File: config.mk
export PLATFORM = sky130hd
export DESIGN_NAME = fetch_insn_buffer_flat
export DESIGN_NICKNAME = d
export VERILOG_FILES = /design/src/rtl/fetch_insn_buffer_if.sv /design/src/rtl/fetch_insn_buffer.sv /design/src/flat_wrapper.sv
export SDC_FILE = /design/constraint.sdc
export NUM_CORES = 1
export LEC_CHECK = 0
export CORE_ASPECT_RATIO = 0.7
export CORE_UTILIZATION = 53
export CTS_BUF_LIST = sky130_fd_sc_hd__clkbuf_2
export DETAILED_ROUTE_END_ITERATION = 7
export PLACE_DENSITY = 0.91
export SYNTH_ARGS = -nofsm -noshare
export SYNTH_HDL_FRONTEND = slang
export SYNTH_SLANG_ARGS = --single-unit
export TNS_END_PERCENT = 30
File: constraint.sdc
create_clock -name clk -period 3.1 [get_ports clk]
set_input_delay 0.31 -clock clk [delete_from_list [all_inputs] [get_ports clk]]
set_output_delay 0.31 -clock clk [all_outputs]
set_load 0.005 [all_outputs]
File: src/rtl/fetch_insn_buffer_if.sv
// Fetch-to-decode buffer bus: fetch result in, decode handshake out, plus flush/stall/error.
// master = pipeline side (fetch + decode + controller), slave = the buffer.
interface fetch_insn_buffer_if #(
    parameter int AddrWidth = 32,
    parameter int LineWidth = 128,
    parameter int InsnWidth = 32
);
    logic                 flush;
    logic                 in_valid;
    logic                 in_fault;
    logic [AddrWidth-1:0] in_pc;
    logic [LineWidth-1:0] in_line;
    logic                 stall_req;
    logic                 out_valid;
    logic                 out_ready;
    logic [AddrWidth-1:0] out_pc;
    logic [InsnWidth-1:0] out_insn;
    logic                 out_fault;
    logic                 overflow_err;

    modport master (
        output flush, in_valid, in_fault, in_pc, in_line, out_ready,
        input  stall_req, out_valid, out_pc, out_insn, out_fault, overflow_err
    );

    modport slave (
        input  flush, in_valid, in_fault, in_pc, in_line, out_ready,
        output stall_req, out_valid, out_pc, out_insn, out_fault, overflow_err
    );
endinterface

File: src/rtl/fetch_insn_buffer.sv
// Fetch-to-decode instruction queue: extracts the pc-selected word at push, show-ahead head.
// Optional zero-latency bypass on an empty buffer: define FETCH_INSN_BUFFER_BYPASS_EN.
module fetch_insn_buffer #(
    parameter int Depth     = 4,
    parameter int LineWidth = 128,
    parameter int AddrWidth = 32,
    parameter int InsnWidth = 32,
    parameter int SkidSlots = 2
) (
    input  logic                clk,
    input  logic                rst,
    fetch_insn_buffer_if.slave  bus
);
    localparam int PtrW     = $clog2(Depth);
    localparam int CntW     = PtrW + 1;
    localparam int NumWords = LineWidth / InsnWidth;
    localparam int WordW    = $clog2(NumWords);
    localparam int ByteW    = $clog2(InsnWidth / 8);
    localparam logic [CntW-1:0] FullLvl  = CntW'(Depth);
    localparam logic [CntW-1:0] StallLvl = CntW'(Depth - SkidSlots);

    typedef struct packed {
        logic [AddrWidth-1:0] pc;
        logic [InsnWidth-1:0] insn;
        logic                 fault;
    } entry_t;

    entry_t          ent_q [Depth];
    entry_t          ent_d [Depth];
    logic [PtrW-1:0] rptr_q, rptr_d;
    logic [PtrW-1:0] wptr_q, wptr_d;
    logic [CntW-1:0] count_q, count_d;
    logic            ovf_q, ovf_d;

    logic [NumWords-1:0][InsnWidth-1:0] line_words;
    logic [WordW-1:0] widx;
    entry_t           in_ent;
    entry_t           head;
    logic             stored_vld, pop, push, bypass, wr;

    assign line_words = bus.in_line;
    assign widx       = bus.in_pc[ByteW +: WordW];

    // A faulting fetch carries no usable line, so the word is forced to zero.
    always_comb begin
        in_ent.pc    = bus.in_pc;
        in_ent.insn  = bus.in_fault ? '0 : line_words[widx];
        in_ent.fault = bus.in_fault;
    end

    assign head       = ent_q[rptr_q];
    assign stored_vld = (count_q != '0);
    assign pop        = stored_vld && bus.out_ready && !bus.flush;
    assign push       = bus.in_valid && !bus.flush && ((count_q < FullLvl) || pop);

`ifdef FETCH_INSN_BUFFER_BYPASS_EN
    assign bypass = !stored_vld && push && bus.out_ready;
`else
    assign bypass = 1'b0;
`endif

    assign wr = push && !bypass;

    always_comb begin
        ent_d   = ent_q;
        rptr_d  = rptr_q;
        wptr_d  = wptr_q;
        count_d = count_q;
        ovf_d   = ovf_q;
        if (bus.flush) begin
            rptr_d  = '0;
            wptr_d  = '0;
            count_d = '0;
            ovf_d   = 1'b0;
        end else begin
            if (wr) begin
                ent_d[wptr_q] = in_ent;
                wptr_d        = wptr_q + 1'b1;
            end
            if (pop) rptr_d = rptr_q + 1'b1;
            count_d = count_q + CntW'(wr) - CntW'(pop);
            // Sticky until flush/reset: fetch ignored the stall and lost a result.
            if ((count_q == FullLvl) && bus.in_valid && !pop) ovf_d = 1'b1;
        end
    end

    always_ff @(posedge clk) begin
        if (rst) begin
            rptr_q  <= '0;
            wptr_q  <= '0;
            count_q <= '0;
            ovf_q   <= 1'b0;
        end else begin
            rptr_q  <= rptr_d;
            wptr_q  <= wptr_d;
            count_q <= count_d;
            ovf_q   <= ovf_d;
        end
    end

    always_ff @(posedge clk) begin
        ent_q <= ent_d;
    end

    assign bus.stall_req    = (count_q >= StallLvl);
    assign bus.overflow_err = ovf_q;
    assign bus.out_valid    = stored_vld || bypass;
    assign bus.out_pc       = bypass ? in_ent.pc    : head.pc;
    assign bus.out_insn     = bypass ? in_ent.insn  : head.insn;
    assign bus.out_fault    = bypass ? in_ent.fault : head.fault;
endmodule

File: src/flat_wrapper.sv
// flat-port wrapper written by rule: the top's interface ports become plain ports
module fetch_insn_buffer_flat 
#(
    parameter int Depth     = 4,
    parameter int LineWidth = 128,
    parameter int AddrWidth = 32,
    parameter int InsnWidth = 32,
    parameter int SkidSlots = 2
)
  (clk, rst, bus_flush, bus_in_valid, bus_in_fault, bus_in_pc, bus_in_line, bus_out_ready, bus_stall_req, bus_out_valid, bus_out_pc, bus_out_insn, bus_out_fault, bus_overflow_err);
  fetch_insn_buffer_if #(.AddrWidth(AddrWidth), .LineWidth(LineWidth), .InsnWidth(InsnWidth)) bus_i ();
  input  logic clk;
  input  logic rst;
  input wire logic [$bits(bus_i.flush)-1:0] bus_flush;
  input wire logic [$bits(bus_i.in_valid)-1:0] bus_in_valid;
  input wire logic [$bits(bus_i.in_fault)-1:0] bus_in_fault;
  input wire logic [$bits(bus_i.in_pc)-1:0] bus_in_pc;
  input wire logic [$bits(bus_i.in_line)-1:0] bus_in_line;
  input wire logic [$bits(bus_i.out_ready)-1:0] bus_out_ready;
  output wire logic [$bits(bus_i.stall_req)-1:0] bus_stall_req;
  output wire logic [$bits(bus_i.out_valid)-1:0] bus_out_valid;
  output wire logic [$bits(bus_i.out_pc)-1:0] bus_out_pc;
  output wire logic [$bits(bus_i.out_insn)-1:0] bus_out_insn;
  output wire logic [$bits(bus_i.out_fault)-1:0] bus_out_fault;
  output wire logic [$bits(bus_i.overflow_err)-1:0] bus_overflow_err;
  assign bus_i.flush = bus_flush;
  assign bus_i.in_valid = bus_in_valid;
  assign bus_i.in_fault = bus_in_fault;
  assign bus_i.in_pc = bus_in_pc;
  assign bus_i.in_line = bus_in_line;
  assign bus_i.out_ready = bus_out_ready;
  assign bus_stall_req = bus_i.stall_req;
  assign bus_out_valid = bus_i.out_valid;
  assign bus_out_pc = bus_i.out_pc;
  assign bus_out_insn = bus_i.out_insn;
  assign bus_out_fault = bus_i.out_fault;
  assign bus_overflow_err = bus_i.overflow_err;
  fetch_insn_buffer #(.Depth(Depth), .LineWidth(LineWidth), .AddrWidth(AddrWidth), .InsnWidth(InsnWidth), .SkidSlots(SkidSlots)) u_core (.clk(clk), .rst(rst), .bus(bus_i));
endmodule
# Yosys cells after proc, flatten, opt, wreduce, memory -nomap -nowiden

Cells that the tools add are included.

Register bits after elaboration: 268
Logic and storage cells: 52
Output and inout port bits: 68
Input bits: 166

Bitwise operators: 3
Order comparisons: 6
Mux-type cells: 9
Reduce and logical (&&, ||, !) cells: 13
Eq/ne operators: 1
Add/subtract/negate cells: 4

Operator list:

| operator                                                              | count |
|---|---|
| 260-bit bitwise mux                                                   | 1 |
| 65-bit 2-to-1 mux                                                     | 3 |
| 65-bit binary-select mux with 2-bit select                            | 1 |
| 65-bit demux with 2-bit select                                        | 1 |
| 32-bit binary-select mux with 2-bit select                            | 1 |
| 32-bit 2-to-1 mux                                                     | 2 |
| 1-bit logical AND                                                     | 7 |
| 3-bit >= comparator, second input constant                            | 2 |
| 2-bit NOT with 3-bit output                                           | 2 |
| 2-bit by 1-bit adder with 2-bit output, second input constant         | 2 |
| 3-bit by 1-bit adder with 3-bit output                                | 1 |
| 3-bit equality test, second input constant                            | 1 |
| 3-bit by 2-bit >= comparator with 1-bit output, second input constant | 1 |
| 2-bit by 3-bit < comparator with 1-bit output, second input constant  | 1 |
| 3-bit by 1-bit < comparator with 1-bit output, second input constant  | 1 |
| 3-bit < comparator, second input constant                             | 1 |
| 3-bit nonzero test                                                    | 1 |
| 3-bit by 1-bit subtractor with 3-bit output                           | 1 |
| 1-bit zero test                                                       | 2 |
| 2-bit AND reduction                                                   | 1 |
| 2-bit OR reduction                                                    | 1 |
| 1-bit logical OR                                                      | 1 |
| 1-bit NOT                                                             | 1 |

# Longest topological paths before layout

Gate-level depths: netlist of run 1.

Word-level depth: 7
Depth in mapped cells: 8
Mapped depth without buffers: 8

# Least setup slack after synthesis of run 1

OpenSTA, ideal clock, no wires.

Path kind: input port to flip-flop
Start point: input port bus_flush
End point: register u_core.ent_q[0] (netlist bit), enable pin
Required time: 2670 ps
Cell stages on the path: 3
Buffers on the path: 0
Arrival time: 2242 ps
Setup time: 430 ps
Slack: 428 ps
Path through: nand2b_1 nor2_1 and2_1

Word-level cells in the longest chain between the ends: 5
Elaborated cells on any way between the ends: 7
Classes of those cells: bitwise (1); reduce/logical (6)

RTL lines:

| element                           | line                                             | RTL |
|---|---|---|
| start: declaration                | flat_wrapper.sv:14                               | `input wire logic [$bits(bus_i.flush)-1:0] bus_flush;` |
| 1-bit zero test                   | fetch_insn_buffer.sv:53, fetch_insn_buffer.sv:54 |  |
| 1-bit logical AND                 | fetch_insn_buffer.sv:53                          | `assign pop = stored_vld && bus.out_ready && !bus.flush;` |
| 1-bit logical OR                  | fetch_insn_buffer.sv:54                          | `assign push = bus.in_valid && !bus.flush && ((count_q < FullLvl) \|\| pop);` |
| 1-bit logical AND                 | fetch_insn_buffer.sv:54                          |  |
| 2-bit AND reduction (no line) (*) | --                                               |  |
| end signal: assignment            | fetch_insn_buffer.sv:102                         | `ent_q <= ent_d;` |
| end: declaration                  | fetch_insn_buffer.sv:28                          | `entry_t ent_q [Depth];` |

Mark *: on every way between the ends. The rest lies on a longest branch, timed or not.
A chain may end at the register's enable or synchronous reset.

# Worst setup path after layout of run 1

Start point: register u_core.rptr_q[0]
End point: output port bus_out_insn[11]

Word-level cells in the longest chain between the ends: 4

RTL lines:

| element                                              | line                    | RTL |
|---|---|---|
| start: declaration                                   | fetch_insn_buffer.sv:30 | `logic [PtrW-1:0] rptr_q, rptr_d;` |
| start signal: assignment                             | fetch_insn_buffer.sv:94 | `rptr_q <= rptr_d;` |
| 2-bit NOT with 3-bit output (not written as such)    | fetch_insn_buffer.sv:51 | `assign head = ent_q[rptr_q];` |
| 65-bit binary-select mux with 2-bit select           | fetch_insn_buffer.sv:51 |  |
| 65-bit 2-to-1 mux (not written as such) (2 in a row) | fetch_insn_buffer.sv:51 |  |
| end: declaration                                     | flat_wrapper.sv:23      | `output wire logic [$bits(bus_i.out_insn)-1:0] bus_out_insn;` |

No other way between the ends. The select of a mux whose other input is x is not followed.

==> reports/qor.yml, run 1 <==
status: "finished, final reports clean"
path_clk_slew_ps: 110
use_met2_pct: 37.3
worstPathMaxFanout: 13
use_met1_pct: 29.7
synth_top_area_share_pct: 71.8
worst_clock_skew_ps: 38.0
final-setup-viol-count: 0
grt_usage_pct: 22.6
ys_seq_area_share_pct: 73.3
start_util_pct: 54.5
power.total_uw: 6780
wl_per_cell_um: 21.5
drive_gt1_share_pct: 28.1
yosys-top-cells-area: "edfxtp_1 72%, mux4_2 20%, nor2b_1 1.9%"
overflow: 0
synth.avg_cell_area_um2: 22.9
grt_pass1_vias: 6487
crit_path_end_kind: "primary output"
timing.fmax_ghz: 0.350
chipHeight_um: 122
rsz0062_at_grt: "false"
cp_data_arrival_time_ps: 2550
top_usage_layer: "met2"
core_um2: 20000
final_hold_viol_count: 0
nFillCells: 1226
clkLatencyLatePin_ps: 810
min_path_type: "input port to flop"
drtAntennaViolNets: 0
gp_congestion: 0.772
root_buffer: "clkbuf_2"
die_x_um: 173
p_leak_uw: 0.00469
dr.pass1.iters: 5
tritoncts: "yes"
relSlewSlack_pct: 46.3
vias: 6040
clk_path_buf_depth: 3
synth_edf_count: 260
synth_warnings: 0
dieArea_um2: 21100
async_flop_share_pct: 0
ff_latch_area_um2: 7980
tightest_slew_ps: 805
io_buffers: 233
remaining_drc_errors: 0
critPathKind: "flop to primary output"
synth_cell_type_count: 26
wirelength_um: 23300
netlist_instances: 474
drv_slew: 0
synth_seq_cells: 268
worstPathRequired_ps: 2790
drt_iter0_drc: 528
clock_sinks: 268
rows: 43
yosysTopAreaCell: "edfxtp_1"
power_per_cell_area_nw_per_um2: 476
cap_viol_max_count: 0
fin_nets: 941
dp_hpwl_um: 15500
syn_nets: 649
multiInputGateArea_um2: 2710
period_needed_ps: 2860
io_pins: 234
cts_buffers: 59
area_growth_syn_to_layout_pct: 30.9
htreeDepth: 2
fin_crit_sh_pct: 92.1
avgViaCountPerCell: 5.58
antenna_found_initial: 1
synth_top_flop_cell: "edfxtp_1"
use_met3_pct: 5.96
startpoint_type: "flop"
ir_worst_vdd_mv: 0.236
grt_first_pass_wirelength_um: 35300
grt_max_degree: 46
netlist_area_um2: 10900
fin_tns_setup_ps: 0
[flip-flops by register name, indices dropped and copies added (netlist names)]
| register | cells |
|---|---|
| u_core.bus.overflow_err | 1 |
| u_core.wptr_q | 2 |
| u_core.ent_q | 260 |
| u_core.count_q | 3 |
| u_core.rptr_q | 2 |
[Yosys cell counts, types with 2 or more instances]
library cell	number
dfxtp_1	8
ha_1	8
and2_1	6
o21ai_0	3
nor2b_1	33
edfxtp_1	260
a21oi_1	4
buf_2	8
nor2_1	6
buf_1	3
or3_1	2
nand2b_1	2
clkbuf_1	4
inv_1	10
buf_6	7
mux4_2	97
buf_4	4
[cells in the final DEF, fill, tap and decap left out]
master,netlist,routed
o2111ai_1,1,1
buf_2,8,2
o21ai_0,3,3
clkinv_2,0,1
inv_1,10,10
buf_4,4,12
xor2_1,1,1
clkinv_1,0,10
o31ai_1,1,1
and2_4,0,4
and2_1,6,2
nor2b_1,33,33
clkbuf_2,0,93
a21oi_1,4,4
ha_1,8,8
nor2_1,6,6
or3_1,2,2
dfxtp_1,8,6
buf_16,0,1
clkdlybuf4s50_1,0,231
mux4_2,97,97
dlygate4sd3_1,0,1
or3b_2,1,1
a31o_2,1,1
fa_1,1,1
nor3_1,1,1
dfxtp_4,0,2
diode_2,0,1
buf_12,0,10
o311a_1,1,1
edfxtp_1,260,260
or2_2,1,1
clkinvlp_4,0,1
nand2b_1,2,2
clkinv_4,0,2
[where the power goes]
part | total (uW) | internal (uW) | switching [uW]
clock network | 2090 | 797 | 1290
logic | 637 | 411 | 226
registers | 4060 | 4040 | 15.9
[final cells by class]
class                   count  area share (%)
clock inverters            14           0.474
flip-flops and latches    268            56.0
repair buffers            257            18.6
inverters                  10           0.264
multi-input cells         170            19.0
clock buffers              93            3.27
well taps                 270            2.37
diodes                      1          0.0176
[worst max-delay path, cell delays in order, from the launching register on]
cell and delay, ps:
dfxtp_4 380, buf_4 150, buf_12 190, mux4_2 520, clkdlybuf4s50_1 510
[metal layers]
| metal | up-vias | part of all wire [%] |
|---|---|---|
| met4 | 0 | 1.8 |
| met2 | 309 | 49 |
| met3 | 44 | 7.7 |
| met5 | - | 0 |
| met1 | 3057 | 41 |
| li1 | 2630 | - |
[what timing repair did]
action	CTS	global route
endpoints found under the hold margin	4	0
resized for setup	0	0
pin swaps	0	0
hold buffers	1	0
buffers inserted	7	1
setup endpoints to repair	46	5
[final timing paths]
check / start / end / cells past startpoint / slack [ps]
hold / removal: bus_in_pc[10] / u_core.ent_q[173] / 1 / 140
hold reg to reg: u_core.bus.overflow_err / u_core.bus.overflow_err / 2 / 460
setup reg to reg: u_core.count_q[2] / u_core.count_q[1] / 7 / 820
setup / recovery: u_core.rptr_q[0] / bus_out_insn[11] / 4 / 240
[stage by stage]
stage	cell area [um2]	hold slack (ps)	std cells	setup slack, ps	utilization (%)
2_1_floorplan	10900	409	474	428	-
3_3_place_gp	13600	443	966	730	68.1
3_5_place_dp	13600	445	966	627	68.1
4_1_cts	14200	22.3	1081	44.0	71.2
5_1_grt	14200	14.9	1083	87.9	71.3
6_report	14200	138	1083	245	71.3
[kinds of logic (layout without fill, tap and decap cells)]
| group | count (synthesis) | count (layout) | share of synthesized area [%] |
|---|---|---|---|
| adder cells (fa/ha/maj) | 9 | 9 | 1.10 |
| AO/OA/AOI/OAI | 11 | 11 | 0.644 |
| buffers and inverters | 36 | 374 | 1.96 |
| XOR/XNOR | 1 | 1 | 0.0805 |
| flip-flops | 268 | 268 | 73.3 |
| AND/OR/NAND/NOR | 52 | 52 | 2.86 |
| multiplexers | 97 | 97 | 20.1 |
| other | 0 | 1 | 0 |
(Power assumes the default switching activity.)
==> run 2: changes to the inputs <==
--- a/config.mk
+++ b/config.mk
@@ -6,10 +6,10 @@
 export NUM_CORES = 1
 export LEC_CHECK = 0
 export CORE_ASPECT_RATIO = 0.7
-export CORE_UTILIZATION = 53
-export CTS_BUF_LIST = sky130_fd_sc_hd__clkbuf_2
+export CORE_MARGIN = 2
+export CORE_UTILIZATION = 51
 export DETAILED_ROUTE_END_ITERATION = 7
-export PLACE_DENSITY = 0.91
+export PLACE_DENSITY = 0.88
 export SYNTH_ARGS = -nofsm -noshare
 export SYNTH_HDL_FRONTEND = slang
 export SYNTH_SLANG_ARGS = --single-unit
==> reports/qor.yml, run 2 (synthesized netlist as in run 1, its figures left out) <==
cts.repair.resized: 0
use_met1_pct: 27.9
grt_first_pass_wirelength_um: 35500
layout_common_cells: "260 x edfxtp_1, 231 x clkdlybuf4s50_1, 97 x mux4_2, 33 x nor2b_1, 25 x clkbuf_16"
dpl_cell_area_um2: 13600
layout_commonest_cell: "edfxtp_1"
power_per_cell_area_nw_per_um2: 517
drive_gt1_share_pct: 20.8
instances_no_fill: 1018
period_needed_ps: 2790
tightest_slew_ps: 857
final_hold_viol_count: 0
power_frac_clock_pct: 36.5
remaining_drc_errors: 0
dr.pass1.iters: 5
drtAntennaViolNets: 0
place_inst: 973
min_path_type: "input port to flop"
gp_congestion: 0.788
p_leak_uw: 0.00457
grt_pass1_vias: 6404
worst_clock_skew_ps: 9.03
power_switching_uw: 1450
cp-startpoint: "u_core.rptr_q[1]"
root_buffer: "clkbuf_16"
start_util_pct: 52.3
power.internal_uw: 5950
drt_iter0_drc: 515
endpoint: "bus_out_pc[18]"
worstPathMaxFanout: 33
n_antenna_cell: 0
critPathKind: "flop to primary output"
grt_usage_pct: 21.0
comb_power_share_pct: 8.5
overflow: 0
io_buffers: 233
rr_worst_depth: 8
largestRegisters: "u_core.ent_q (260), u_core.count_q (3)"
grt_max_degree: 37
dp_hpwl_um: 15500
final-setup-viol-count: 0
worstPathRequired_ps: 2790
avgViaCountPerCell: 5.71
crit_path_end_kind: "primary output"
clock_sinks: 268
use_met3_pct: 4.59
wl_per_cell_um: 22.9
clkLatencyLatePin_ps: 510
hold_start: "bus_in_pc[2]"
r2r_setup_slack_ps: 750
path_clk_slew_ps: 60
chipHeight_um: 126
regToRegEndpoint: "u_core.count_q[2]"
rr_startpoint: "u_core.count_q[2]"
die_x_um: 179
tritoncts: "yes"
cap_viol_max_count: 0
seq_power_share_pct: 54.9
ir_worst_vdd_mv: 0.327
core_um2: 20800
relSlewSlack_pct: 42.8
vias: 5809
area_growth_syn_to_layout_pct: 31.7
drv_slew: 0
fin_nets: 900
status: "finished, final reports clean"
fin_area_um2: 14300
cts_buffers: 25
rsz0062_at_grt: "false"
top_register: "u_core.ent_q"
fin_util_pct: 68.8
io_pins: 234
fin_crit_sh_pct: 90.1
wirelength_um: 23300
cp_data_arrival_time_ps: 2480
timing.fmax_ghz: 0.358
use_met2_pct: 36.5
startpoint_type: "flop"
sw_frac_of_total_pct: 19.6
fin_tns_setup_ps: 0
dieArea_um2: 22500
rows: 44
clk_path_buf_depth: 3
top_usage_layer: "met2"
antenna_found_initial: 1
htreeDepth: 1
largest_reg_flops: 260
[run 2: metal layers]
metal / wire [um] / part of all wire [%]
met1: 9070 / 39
met2: 12000 / 51
met3: 1970 / 8.4
met4: 297 / 1.3
met5: 13 / 0.056
[run 2: through the flow]
| step | power (uW) | hold slack [ps] | worst slack (ps) |
|---|---|---|---|
| 2_1_floorplan | 4380 | 409 | 428 |
| 3_3_place_gp | 4750 | 448 | 645 |
| 3_5_place_dp | 4780 | 475 | 551 |
| 4_1_cts | 7470 | 330 | 57.1 |
| 5_1_grt | 7650 | 359 | 192 |
| 6_report | 7400 | 330 | 308 |
[run 2: worst max-delay path, stage by stage, from the launching register on]
cell	delay [ps]
dfxtp_4	670
buf_4	410
mux4_2	400
clkdlybuf4s50_1	470
[run 2: repair_timing]
item	in CTS	in global routing
setup buffers	0	1
endpoints found under the setup margin	0	12
endpoints found under the hold margin	0	0
hold buffers	0	0
[run 2: worst min-delay path by stage]
stage / endpoint / cells after the start
global placement: u_core.bus.overflow_err / 2
CTS: u_core.ent_q[35] / 1
floorplan: u_core.ent_q[0] / 0
detailed placement: u_core.bus.overflow_err / 2
global route: u_core.ent_q[35] / 1
finish: u_core.ent_q[35] / 1
[run 2: cell type report]
| class | count | area (um2) |
|---|---|---|
| Timing Repair Buffer | 250 | 2550 |
| Multi-Input combinational cell | 170 | 2710 |
| Clock buffer | 35 | 663 |
| Tap cell | 276 | 345 |
| Inverter | 10 | 37.5 |
| Fill cell | 1280 | 6490 |
| Clock inverter | 9 | 47.5 |
| Sequential cell | 268 | 7980 |
[run 2: power by group through the flow]
stage / Combinational [uW] / Sequential [uW] / Clock, uW
final: 633 / 4060 / 2700
after global routing: 677 / 4070 / 2910
after CTS: 638 / 4070 / 2760
after detailed placement: 633 / 4140 / 0
after global placement: 609 / 4140 / 0
after floorplan: 241 / 4140 / 0
==> run 3: changes to the inputs <==
--- a/config.mk
+++ b/config.mk
@@ -5,6 +5,7 @@
 export SDC_FILE = /design/constraint.sdc
 export NUM_CORES = 1
 export LEC_CHECK = 0
+export ABC_CLOCK_PERIOD_IN_PS = 3100
 export CORE_ASPECT_RATIO = 0.7
 export CORE_MARGIN = 2
 export CORE_UTILIZATION = 51
==> results of run 3 <==
No change in the layout: final DEF, timing and power equal those of run 2.
